==> src/rtl/mux_sel_sequencer_if.sv <==
// rtl/mux_sel_sequencer_if.sv - configuration, control and mux-drive signals of the step sequencer
interface mux_sel_sequencer_if #(
   parameter int SEL_W = 1,
   parameter int CNT_W = 16,
   parameter int IDX_W = 3
);
   logic             cfg_valid;
   logic             cfg_ready;
   logic [IDX_W-1:0] cfg_addr;
   logic [SEL_W-1:0] cfg_sel;
   logic [CNT_W-1:0] cfg_len;
   logic [IDX_W:0]   nsteps;
   logic             loop;
   logic             start;
   logic             abort;
   logic [SEL_W-1:0] sel;
   logic             run;
   logic             busy;
   logic             done;
   logic [IDX_W-1:0] step;

   modport master (
      output cfg_valid, cfg_addr, cfg_sel, cfg_len, nsteps, loop, start, abort,
      input  cfg_ready, sel, run, busy, done, step
   );

   modport slave (
      input  cfg_valid, cfg_addr, cfg_sel, cfg_len, nsteps, loop, start, abort,
      output cfg_ready, sel, run, busy, done, step
   );
endinterface

==> src/rtl/mux_sel_sequencer.sv <==
// rtl/mux_sel_sequencer.sv - table-driven sequencer holding each mux select for a programmed cycle count
module mux_sel_sequencer #(
   parameter int SEL_W  = 1,
   parameter int CNT_W  = 16,
   parameter int NSTEPS = 8,
   parameter int IDX_W  = 3
) (
   input logic           clk,
   input logic           rst,
   mux_sel_sequencer_if.slave bus
);
   typedef enum logic [1:0] {S_IDLE, S_RUN, S_DONE} state_t;

   localparam logic [IDX_W:0] MAX_STEPS = (IDX_W+1)'(NSTEPS);

   state_t           state, state_nxt;
   logic [SEL_W-1:0] tbl_sel [NSTEPS];
   logic [CNT_W-1:0] tbl_len [NSTEPS];
   logic [IDX_W:0]   nsteps_q;
   logic [IDX_W:0]   nsteps_clamped;
   logic [CNT_W-1:0] cnt;
   logic [IDX_W-1:0] step_q;
   logic [IDX_W-1:0] idx_nxt;
   logic [SEL_W-1:0] sel_q;
   logic             run_q;
   logic             load;
   logic             last;
   logic             start_ok;

   assign nsteps_clamped = (bus.nsteps > MAX_STEPS) ? MAX_STEPS : bus.nsteps;
   assign last           = ({1'b0, step_q} == (nsteps_q - 1'b1));
   assign start_ok       = bus.start && !bus.abort;

   // load: the next edge enters table entry idx_nxt (first entry, next entry, or wrap)
   always_comb begin
      state_nxt = state;
      load      = 1'b0;
      idx_nxt   = step_q;
      case (state)
         S_IDLE: begin
            if (start_ok) begin
               if (nsteps_clamped != '0) begin
                  state_nxt = S_RUN;
                  load      = 1'b1;
                  idx_nxt   = '0;
               end else begin
                  state_nxt = S_DONE;
               end
            end
         end
         S_RUN: begin
            if (bus.abort) begin
               state_nxt = S_DONE;
            end else if (cnt == '0) begin
               if (last && !bus.loop) begin
                  state_nxt = S_DONE;
               end else begin
                  load    = 1'b1;
                  idx_nxt = last ? '0 : step_q + 1'b1;
               end
            end
         end
         S_DONE:  state_nxt = S_IDLE;
         default: state_nxt = S_IDLE;
      endcase
   end

   always_ff @(posedge clk) begin
      if (rst) begin
         state    <= S_IDLE;
         nsteps_q <= '0;
         cnt      <= '0;
         step_q   <= '0;
         sel_q    <= '0;
         run_q    <= 1'b0;
         for (int i = 0; i < NSTEPS; i++) begin
            tbl_sel[i] <= '0;
            tbl_len[i] <= '0;
         end
      end else begin
         state <= state_nxt;
         if (bus.cfg_valid && bus.cfg_ready) begin
            tbl_sel[bus.cfg_addr] <= bus.cfg_sel;
            tbl_len[bus.cfg_addr] <= bus.cfg_len;
         end
         if (state == S_IDLE && start_ok)
            nsteps_q <= nsteps_clamped;
         // a zero-length entry still takes one cycle: counter parks at 0 with run low
         if (load) begin
            step_q <= idx_nxt;
            sel_q  <= tbl_sel[idx_nxt];
            cnt    <= (tbl_len[idx_nxt] == '0) ? '0 : tbl_len[idx_nxt] - 1'b1;
            run_q  <= (tbl_len[idx_nxt] != '0);
         end else if (state == S_RUN && cnt != '0) begin
            cnt <= cnt - 1'b1;
         end
         if (state_nxt != S_RUN)
            run_q <= 1'b0;
      end
   end

   assign bus.cfg_ready = (state != S_RUN);
   assign bus.busy      = (state == S_RUN);
   assign bus.done      = (state == S_DONE);
   assign bus.sel       = sel_q;
   assign bus.run       = run_q;
   assign bus.step      = step_q;
endmodule

==> src/flat_wrapper.sv <==
// flat-port wrapper written by rule: the top's interface ports become plain ports
module mux_sel_sequencer_flat 
#(
   parameter int SEL_W  = 1,
   parameter int CNT_W  = 16,
   parameter int NSTEPS = 8,
   parameter int IDX_W  = 3
)
  (clk, rst, bus_cfg_valid, bus_cfg_addr, bus_cfg_sel, bus_cfg_len, bus_nsteps, bus_loop, bus_start, bus_abort, bus_cfg_ready, bus_sel, bus_run, bus_busy, bus_done, bus_step);
  mux_sel_sequencer_if #(.SEL_W(SEL_W), .CNT_W(CNT_W), .IDX_W(IDX_W)) bus_i ();
  input logic clk;
  input logic rst;
  input wire logic [$bits(bus_i.cfg_valid)-1:0] bus_cfg_valid;
  input wire logic [$bits(bus_i.cfg_addr)-1:0] bus_cfg_addr;
  input wire logic [$bits(bus_i.cfg_sel)-1:0] bus_cfg_sel;
  input wire logic [$bits(bus_i.cfg_len)-1:0] bus_cfg_len;
  input wire logic [$bits(bus_i.nsteps)-1:0] bus_nsteps;
  input wire logic [$bits(bus_i.loop)-1:0] bus_loop;
  input wire logic [$bits(bus_i.start)-1:0] bus_start;
  input wire logic [$bits(bus_i.abort)-1:0] bus_abort;
  output wire logic [$bits(bus_i.cfg_ready)-1:0] bus_cfg_ready;
  output wire logic [$bits(bus_i.sel)-1:0] bus_sel;
  output wire logic [$bits(bus_i.run)-1:0] bus_run;
  output wire logic [$bits(bus_i.busy)-1:0] bus_busy;
  output wire logic [$bits(bus_i.done)-1:0] bus_done;
  output wire logic [$bits(bus_i.step)-1:0] bus_step;
  assign bus_i.cfg_valid = bus_cfg_valid;
  assign bus_i.cfg_addr = bus_cfg_addr;
  assign bus_i.cfg_sel = bus_cfg_sel;
  assign bus_i.cfg_len = bus_cfg_len;
  assign bus_i.nsteps = bus_nsteps;
  assign bus_i.loop = bus_loop;
  assign bus_i.start = bus_start;
  assign bus_i.abort = bus_abort;
  assign bus_cfg_ready = bus_i.cfg_ready;
  assign bus_sel = bus_i.sel;
  assign bus_run = bus_i.run;
  assign bus_busy = bus_i.busy;
  assign bus_done = bus_i.done;
  assign bus_step = bus_i.step;
  mux_sel_sequencer #(.SEL_W(SEL_W), .CNT_W(CNT_W), .NSTEPS(NSTEPS), .IDX_W(IDX_W)) u_core (.clk(clk), .rst(rst), .bus(bus_i));
endmodule
==> config.mk <==
export PLATFORM = sky130hd
export DESIGN_NAME = mux_sel_sequencer_flat
export DESIGN_NICKNAME = d
export VERILOG_FILES = /design/src/rtl/mux_sel_sequencer_if.sv /design/src/rtl/mux_sel_sequencer.sv /design/src/flat_wrapper.sv
export SDC_FILE = /design/constraint.sdc
export NUM_CORES = 1
export LEC_CHECK = 0
export CORE_MARGIN = 2
export CORE_UTILIZATION = 31
export CTS_CLUSTER_SIZE = 16
export DETAILED_ROUTE_END_ITERATION = 10
export PLACE_DENSITY_LB_ADDON = 0.08
export RECOVER_POWER = 100
export SLEW_MARGIN = 10
export SYNTH_ARGS = -nofsm -noshare
export SYNTH_HDL_FRONTEND = slang
export SYNTH_SLANG_ARGS = --single-unit
==> constraint.sdc <==
create_clock -name clk -period 11.4 [get_ports clk]
set_input_delay 2.85 -clock clk [delete_from_list [all_inputs] [get_ports clk]]
set_output_delay 2.85 -clock clk [all_outputs]
set_load 0.005 [all_outputs]
==> impl_metrics.json, run 1 <==
{
  "cts_setup_buffers": 0,
  "setup_viol": 0,
  "post_cts_resized": 0,
  "grt_usage_pct": 19.4,
  "cts-root-buf": "clkbuf_16",
  "ctsLongestPathBuffers": 2,
  "antenna_cells": 0,
  "postSynthAreaPerCell_um2": 10.6,
  "grt_pass1_wl_mm": 43.5,
  "fin_nets": 917,
  "dpl.hpwl_mm": 18.9,
  "ys_warn_count": 0,
  "async_flop_share_pct": 0,
  "whs_endpoint": "u_core.bus.sel",
  "synth_nets": 885,
  "antenna_found_initial": 1,
  "critPathMaxStageDelay_ns": 1.54,
  "drv_cap": 13,
  "worstPathArrival_ns": 9.10,
  "timing.rr.end": "u_core.cnt[10]",
  "rsz0062_at_grt": "false",
  "max_freq_ghz": 0.114,
  "numCtsBuffers": 17,
  "cts_sinks": 163,
  "io_pins": 38,
  "p_sw_share_pct": 27.1,
  "final_antenna_net_count": 0,
  "design_area_mm2": 0.0103,
  "routedWlPerCell_um": 22.7,
  "syn-cell-area_mm2": 0.00899,
  "crit_fanout": 27,
  "ys_seq_area_share_pct": 51.4,
  "die_w_um": 174,
  "crit_required_ns": 11.76,
  "overflow": 0,
  "grt_pass1_vias": 6622,
  "placed_cell_area_mm2": 0.00980,
  "synth_area_leaders": "edfxtp_1 (45%), and2_1 (9.6%), dfxtp_1 (6.0%), nand2_1 (3.5%), mux2i_1 (3.3%)",
  "relSlewSlack_pct": -34.1,
  "synth_top_area_share_pct": 45.4,
  "clock_skew_ns": 0.0187,
  "synth-edff-count": 136,
  "hold_viol": 0,
  "first_pass_iters": 5,
  "worst_slew_pin_slew_ns": 2.01,
  "critPathKind": "input pin to flop",
  "htree_levels": 4,
  "worstRegToRegCells": 15,
  "vias": 6728,
  "core_area_mm2": 0.0286,
  "rr_startpoint": "u_core.nsteps_q[0]",
  "routed_via_density": 5.27,
  "cts-hold-fix-buffers": 0,
  "drv_slew": 244,
  "violations": "capacitance limit, slew limit",
  "clock_latency_ns": 0.44,
  "yosys.area.top_type": "edfxtp_1",
  "syn_inst": 849,
  "dieHeight_um": 174,
  "wirelength_mm": 29.0,
  "tns_ns": 0,
  "internal-power_uw": 1090,
  "pwr-share-clk_pct": 41.6,
  "pwr-share-seq_pct": 46.3,
  "synth_cell_types": 85,
  "remaining_drc_errors": 0,
  "r2r_setup_slack_ns": 5.17,
  "worstPathCellList": "dlygate4sd3_1 -> or4b_1 -> nor2_1 -> nor4b_1 -> and2_0 -> nor2_1 -> buf_4 -> mux2i_1 -> mux2_1 -> o21ai_0 -> a2111oi_4 -> a21oi_4 -> or3b_1 -> a22oi_1",
  "hold_start": "u_core.bus.sel",
  "dominantRegCellSynth": "edfxtp_1",
  "power_density_mw_per_mm2": 146,
  "run_status": "finished with violations",
  "drive_gt1_share_pct": 8.29,
  "start_util_pct": 31.4,
  "slowest_stage": "nor2_1",
  "end_kind": "flop",
  "die_area_mm2": 0.0304,
  "ir_drop_v": 0.000102,
  "min_delay_path_depth": 2,
  "path_clk_slew_ns": 0.07,
  "start_kind": "input pin",
  "area_growth_pct": 14.7,
  "cts_tree": "done",
  "post-route-period-util_pct": 76.7,
  "gp_congestion": 0.834,
  "period_needed_ns": 8.74,
  "detail_route.iter0.violations": 492,
  "grt_max_degree": 55,
  "fp-row-count": 62,
  "fin_util_pct": 36.0,
  "min-delay-path-class": "flop to flop",
  "portBuffers": 37,
  "synth_seq_cells": 163,
  "cpMostUsedCell": "nor2_1",
  "comb_power_share_pct": 12.1,
  "cellLeakagePower_uw": 0.00361,
  "switching_power_uw": 407
}
## cell usage after synthesis, drive strengths merged (3+ instances only)
| cell type | count |
|---|---|
| nand3 | 54 |
| mux2 | 4 |
| a221oi | 5 |
| a31oi | 9 |
| xnor2 | 13 |
| and2 | 139 |
| clkbuf | 19 |
| nand2b | 4 |
| a22oi | 4 |
| nor4b | 6 |
| a32oi | 13 |
| dfxtp | 27 |
| a21o | 4 |
| buf | 22 |
| a211oi | 7 |
| or3 | 7 |
| o311ai | 3 |
| xor2 | 8 |
| nand4 | 14 |
| nor3 | 28 |
| ha | 6 |
| or2 | 5 |
| inv | 9 |
| edfxtp | 136 |
| o31ai | 10 |
| o211ai | 4 |
| nor3b | 4 |
| a21boi | 3 |
| nor4 | 9 |
| nand3b | 3 |
| a21oi | 23 |
| mux2i | 32 |
| and3 | 6 |
| nand2 | 85 |
| o21ai | 35 |
| nor2 | 56 |
## metrics by stage
stage | setup WS, ns | instances | power [uW] | hold slack [ns]
floorplan | 5.13 | 849 | 820 | 0.445
global placement | 3.74 | 1246 | 893 | 0.476
detailed placement | 3.67 | 1246 | 895 | 0.480
CTS | 4.12 | 1277 | 1510 | 0.490
global route | 2.18 | 1277 | 1550 | 0.517
finish | 2.66 | 1277 | 1500 | 0.481
## area by class of cell
class,count,area [um^2]
fill,2800,18300
sequential,163,4620
multi-input combinational,636,4090
tap,384,480
timing repair buffer,54,464
clock buffer,17,425
clock inverter,14,189
inverter,9,33.8
## per-layer routing
metal / track usage [%] / vias to the layer above / share of wire [%]
li1: - / 3181 / -
met5: 0 / - / 0
met2: 31.1 / 177 / 47
met3: 3.11 / 29 / 3.7
met1: 26.9 / 3341 / 48
met4: 5.92 / 0 / 1.8
## worst max-delay path by stage
stage / cells after the start / startpoint / to / slack [ns]
after CTS: 14 / bus_abort / u_core.cnt[10] / 4.12
after global routing: 14 / bus_abort / u_core.cnt[10] / 2.18
after floorplan: 16 / bus_abort / u_core.cnt[10] / 5.13
final: 14 / bus_abort / u_core.cnt[10] / 2.66
after detailed placement: 14 / bus_abort / u_core.cnt[10] / 3.67
after global placement: 14 / bus_abort / u_core.cnt[10] / 3.74
## power groups by stage
stage               logic [uW]  clock network (uW)  registers (uW)
floorplan                  119                   0             701
global placement           186                   0             707
detailed placement         187                   0             707
CTS                        188                 633             694
global route               200                 654             699
finish                     182                 623             695
## registers in the layout (all words and copies together) (netlist names)
signal / flops
u_core.bus.step: 3
u_core.tbl_sel: 8
u_core.cnt: 16
u_core.bus.sel: 1
u_core.tbl_len: 128
u_core.bus.run: 1
u_core.state: 2
u_core.nsteps_q: 4
## cells by family after synthesis
family	Yosys count	synth area share [%]
AO/OA/AOI/OAI	139	11.6
adder cells (fa/ha/maj)	6	0.835
multiplexers	36	4.25
buffers and inverters	50	2.74
AND/OR/NAND/NOR	434	27.1
XOR/XNOR	21	2.05
flip-flops	163	51.4
## worst max-delay path, delay by kind of cell
| kind | cells | cell delay (ns) |
|---|---|---|
| buffers and inverters | 2 | 1.22 |
| AND/OR/NAND/NOR | 6 | 3.25 |
| AO/OA/AOI/OAI | 4 | 1.29 |
| multiplexers | 2 | 0.45 |
## layout by cell type, fill, tap and decap left out, types with 5 or more instances in the layout
cell / n
edfxtp_1: 136
nand2_1: 83
and2_0: 80
and2_1: 59
nor2_1: 55
nand3_1: 53
o21ai_0: 33
mux2i_1: 31
dfxtp_1: 27
nor3_1: 26
clkdlybuf4s50_1: 25
a21oi_1: 22
clkbuf_16: 17
nand4_1: 14
xnor2_1: 13
a32oi_1: 13
dlygate4sd3_1: 12
inv_1: 9
a31oi_1: 9
clkbuf_1: 9
xor2_1: 8
o31ai_1: 8
buf_4: 8
and3_1: 6
ha_1: 6
nor4b_1: 5
or3_1: 5
a221oi_1: 5
a211oi_1: 5
inv_6: 5
Power figures use the tool's default switching activity.
==> inputs of run 2 (changes only) <==
==> constraint.sdc (replaced) <==
create_clock -name clk -period 7.4 [get_ports clk]
set_input_delay 1.85 -clock clk [delete_from_list [all_inputs] [get_ports clk]]
set_output_delay 1.85 -clock clk [all_outputs]
set_load 0.005 [all_outputs]
==> run 2 against run 1 <==
Net effect: the flow still finishes with violations (capacitance limit, slew limit); flip-flop and latch count unchanged; global-route usage is 0.21 points higher; register-to-register slack got worse by 2.8 ns; routed wire length increased by 1.0%; clock power grew 39%; cell count is 0.70% higher; sequential share of layout area shrank 0.13 points; utilization is 0.10 points higher; combinational power grew 56%; die area unchanged.
==> impl_metrics.json, run 2 (synthesis results as in run 1) <==
{
  "run_status": "finished with violations",
  "violations": "capacitance limit, slew limit",
  "critPathMaxStageDelay_ns": 1.42,
  "die_area_mm2": 0.0304,
  "routedWlPerCell_um": 22.8,
  "path_depth": 7,
  "r2r_setup_slack_ns": 2.39,
  "grt_max_degree": 35,
  "dpl.hpwl_mm": 19.8,
  "max_freq_ghz": 0.153,
  "period_needed_ns": 6.54,
  "grt_pass1_vias": 6923,
  "final_common_cell": "edfxtp_1",
  "grt_usage_pct": 19.6,
  "worstPathArrival_ns": 6.56,
  "remaining_drc_errors": 0,
  "slowest_stage": "or2_0",
  "tns_ns": 0,
  "hold_start": "u_core.bus.sel",
  "cp_top_family": "buffers and inverters",
  "rr_startpoint": "u_core.nsteps_q[0]",
  "drive_gt1_share_pct": 9.42,
  "start_util_pct": 31.4,
  "antenna_cells": 0,
  "path_buf_inv": 4,
  "timing.rr.end": "u_core.cnt[10]",
  "startpoint": "rst",
  "cts_sinks": 163,
  "worstRegToRegCells": 15,
  "drv_cap": 11,
  "end_kind": "flop",
  "post_cts_resized": 0,
  "antenna_found_initial": 0,
  "post-route-period-util_pct": 88.3,
  "largest-register": "u_core.tbl_len",
  "comb_power_share_pct": 12.8,
  "cts-root-buf": "clkbuf_16",
  "vias": 6766,
  "cts-hold-fix-buffers": 0,
  "area_growth_pct": 15.0,
  "final_antenna_net_count": 0,
  "critPathKind": "input pin to flop",
  "path_clk_slew_ns": 0.07,
  "power_density_mw_per_mm2": 215,
  "relSlewSlack_pct": -31.5,
  "portBuffers": 37,
  "p_sw_share_pct": 27.4,
  "cellLeakagePower_uw": 0.00360,
  "final_cell_mix": "edfxtp_1 (136), nand2_1 (83), and2_0 (83)",
  "gp_congestion": 0.843,
  "fp-row-count": 62,
  "crit_end": "u_core.tbl_len[0][11]",
  "detail_route.iter0.violations": 524,
  "pwr-share-seq_pct": 48.2,
  "setup_viol": 0,
  "design_area_mm2": 0.0103,
  "switching_power_uw": 610,
  "crit_fanout": 23,
  "worstPathCellList": "dlygate4sd3_1 -> clkbuf_1 -> inv_1 -> nand4b_1 -> nor3_2 -> clkbuf_1 -> or2_0",
  "clock_latency_ns": 0.43,
  "min-delay-path-class": "flop to flop",
  "htree_levels": 4,
  "routed_via_density": 5.26,
  "worst_slew_pin_slew_ns": 1.97,
  "wirelength_mm": 29.3,
  "pwr-share-clk_pct": 39.0,
  "largest_register_ffs": 128,
  "placed_cell_area_mm2": 0.00986,
  "cpMostUsedCell": "clkbuf_1",
  "first_pass_iters": 5,
  "crit_required_ns": 7.42,
  "numCtsBuffers": 17,
  "ctsLongestPathBuffers": 2,
  "grt_pass1_wl_mm": 44.3,
  "dieHeight_um": 174,
  "internal-power_uw": 1610,
  "ir_drop_v": 0.000138,
  "cts_setup_buffers": 0,
  "top_regs": "u_core.tbl_len (128), u_core.cnt (16), u_core.tbl_sel (8)",
  "io_pins": 38,
  "clock_skew_ns": 0.0126,
  "fin_nets": 925,
  "die_w_um": 174,
  "hold_viol": 0,
  "overflow": 0,
  "rsz0062_at_grt": "false",
  "cts_tree": "done",
  "start_kind": "input pin",
  "drv_slew": 188,
  "fillers": 2878,
  "core_area_mm2": 0.0286
}
## run 2: cell types whose count changed in the layout (fill, tap and decap cells not counted), sizes merged, moves of 2 or more
cell / delta
bufinv: -2
clkinvlp: +3
clkinv: +2
clkbuf: +4
buf: +5
inv: -3
## run 2: final cells by class
cell class | instances | area, um^2 | area share (%)
clock buffer | 18 | 429 | 4.15
timing repair buffer | 62 | 513 | 4.96
sequential | 163 | 4620 | 44.7
inverter | 9 | 33.8 | 0.327
tap | 384 | 480 | 4.65
multi-input combinational | 636 | 4130 | 39.9
clock inverter | 14 | 130 | 1.26
## run 2: worst min path at each step
stage / endpoint / cells past startpoint
detailed placement: u_core.nsteps_q[1] / 2
CTS: u_core.nsteps_q[1] / 2
floorplan: u_core.nsteps_q[1] / 2
finish: u_core.bus.sel / 2
global route: u_core.nsteps_q[1] / 2
global placement: u_core.nsteps_q[1] / 2
## run 2: layer usage
layer	global-route usage [%]	part of all wire, %	up-vias
met2	32.3	47	152
met1	26.9	48	3392
met4	4.83	1.5	0
met3	3.15	3.2	21
li1	-	-	3201
met5	0	0	-
## run 2: tightest hold or removal path: stages (launching register included)
cell     delay (ns)
dfxtp_1        0.32
nand2_1        0.05
a31oi_1        0.06
## run 2: power by group through the flow
stage | Sequential (uW) | Combinational, uW | Clock [uW]
floorplan | 1080 | 183 | 0
detailed placement | 1090 | 290 | 0
CTS | 1070 | 291 | 880
global placement | 1090 | 287 | 0
finish | 1070 | 284 | 868
global route | 1080 | 314 | 919
## run 2: through the flow
stage	utilization (%)	setup slack, ns	hold slack (ns)	power, uW	std cells
6_report	36.1	0.864	0.489	2220	1286
5_1_grt	36.1	0.578	0.502	2310	1286
2_1_floorplan	-	2.13	0.445	1260	849
3_5_place_dp	34.5	0.820	0.481	1380	1254
3_3_place_gp	34.5	0.799	0.478	1380	1254
4_1_cts	36.4	1.26	0.490	2240	1286
==> inputs of run 3 (changes only) <==
--- a/config.mk
+++ b/config.mk
@@ -5,6 +5,7 @@
 export SDC_FILE = /design/constraint.sdc
 export NUM_CORES = 1
 export LEC_CHECK = 0
+export CAP_MARGIN = 25
 export CORE_MARGIN = 2
 export CORE_UTILIZATION = 31
 export CTS_CLUSTER_SIZE = 16
==> run 3 against run 2 <==
Net effect: the flow still finishes with violations (capacitance limit, slew limit); combinational power about the same; sequential power hardly changed; register-to-register slack lost 0.08 ns; hold slack got worse by 0.012 ns; clock power grew 2%; clock-buffer cell count shrank 1; highest routed layer unchanged.
==> impl_metrics.json, run 3 (synthesis results as in run 1) <==
{
  "min_delay_path_depth": 2,
  "final_antenna_net_count": 0,
  "critPathKind": "input pin to flop",
  "area_growth_pct": 15.5,
  "routedWlPerCell_um": 22.7,
  "portBuffers": 37,
  "start_kind": "input pin",
  "hold_viol": 0,
  "rr_startpoint": "u_core.nsteps_q[0]",
  "first_pass_iters": 5,
  "cellLeakagePower_uw": 0.00364,
  "fin_nets": 928,
  "ir_drop_v": 0.000139,
  "whs_endpoint": "u_core.nsteps_q[1]",
  "core_area_mm2": 0.0286,
  "relSlewSlack_pct": -39.8,
  "htree_levels": 4,
  "crit_fanout": 23,
  "hold_start": "u_core.nsteps_q[1]",
  "setup_viol": 0,
  "drv_slew": 134,
  "start_util_pct": 31.4,
  "grt_pass1_vias": 6882,
  "detail_route.iter0.violations": 478,
  "drv_cap": 9,
  "die_w_um": 174,
  "final_common_cell": "edfxtp_1",
  "fp-row-count": 62,
  "numCtsBuffers": 17,
  "tns_ns": 0,
  "overflow": 0,
  "cts_tree": "done",
  "period_needed_ns": 6.68,
  "end_kind": "flop",
  "grtUsageMet2_pct": 32.3,
  "die_area_mm2": 0.0304,
  "largest-register": "u_core.tbl_len",
  "dieHeight_um": 174,
  "drive_gt1_share_pct": 9.61,
  "met1_usage_pct": 26.2,
  "worstRegToRegCells": 15,
  "clock_skew_ns": 0.0107,
  "largest_register_ffs": 128,
  "top_regs": "u_core.tbl_len (128), u_core.cnt (16), u_core.tbl_sel (8)",
  "use_met3_pct": 3.94,
  "cts-root-buf": "clkbuf_16",
  "violations": "capacitance limit, slew limit",
  "cts_setup_buffers": 0,
  "worstPathArrival_ns": 6.70,
  "wirelength_mm": 29.3,
  "power_density_mw_per_mm2": 216,
  "ctsLongestPathBuffers": 2,
  "path_clk_slew_ns": 0.08,
  "io_pins": 38,
  "timing.rr.end": "u_core.cnt[10]",
  "crit_required_ns": 7.42,
  "r2r_setup_slack_ns": 2.31,
  "min-delay-path-class": "flop to flop",
  "vias": 6838,
  "run_status": "finished with violations",
  "grt_pass1_wl_mm": 44.0,
  "antenna_found_initial": 0,
  "post-route-period-util_pct": 90.2,
  "grt.busiest_layer": "met2",
  "routed_via_density": 5.30,
  "post_cts_resized": 0,
  "clock_latency_ns": 0.44,
  "remaining_drc_errors": 0,
  "worst_slew_pin_slew_ns": 2.10,
  "cts-hold-fix-buffers": 0,
  "cts_sinks": 163,
  "grt_max_degree": 35,
  "grt_usage_pct": 19.6,
  "dpl.hpwl_mm": 19.8,
  "antenna_cells": 0,
  "fin_util_pct": 36.3,
  "max_freq_ghz": 0.150,
  "final_cell_mix": "edfxtp_1 (136), nand2_1 (83), and2_0 (75)",
  "rsz0062_at_grt": "false",
  "gp_congestion": 0.843
}
## run 3: cell count changes in the layout (fill, tap and decap cells not counted), moves of 2 or more
cell / change
inv_6: -2
clkinv_2: -2
and2_0: -8
and2_1: +8
inv_8: +6
## run 3: how the worst max path moves through the flow
stage	startpoint	end	slack, ns
after floorplan	bus_abort	u_core.cnt[10]	2.13
after global placement	bus_abort	u_core.cnt[10]	0.80
after detailed placement	bus_abort	u_core.cnt[10]	0.83
after CTS	bus_abort	u_core.cnt[10]	1.22
after global routing	bus_abort	u_core.cnt[9]	0.50
final	rst	u_core.tbl_len[1][15]	0.72
## run 3: stage by stage
stage / instance area (um^2) / hold slack (ns) / power (uW) / cells / setup slack [ns]
final: 10400 / 0.477 / 2240 / 1289 / 0.722
after global placement: 9860 / 0.478 / 1380 / 1254 / 0.799
after CTS: 10500 / 0.481 / 2260 / 1288 / 1.22
after global routing: 10400 / 0.495 / 2320 / 1289 / 0.502
after floorplan: 8990 / 0.445 / 1260 / 849 / 2.13
after detailed placement: 9890 / 0.470 / 1380 / 1256 / 0.830
## run 3: critical path, cell delays in order
cell,delay (ns)
dlygate4sd3_1,0.53
clkbuf_1,0.49
inv_1,0.63
nand4_1,0.51
nor3_1,0.34
clkbuf_1,0.71
or2_0,1.61
## run 3: where the power goes
part           internal [uW]  total [uW]  leakage [uW]  switching (uW)
sequential              1040        1070       0.00164            32.5
combinational            105         284       0.00172             179
clock                    452         887      0.000280             435
## run 3: final cells by class
cell class	count	area [um^2]
tap	384	480
fill	2824	18200
sequential	163	4620
inverter	9	33.8
clock inverter	15	154
timing repair buffer	65	539
clock buffer	17	425
multi-input combinational	636	4120
## run 3: per-layer routing
layer  share of wire (%)  vias to the layer above  routed length, um
met3                 4.8                       35               1420
met5                   0                        -                  0
li1                    -                     3215                  -
met2                  47                      193              13700
met4                 2.4                        0                699
met1                  46                     3395              13500
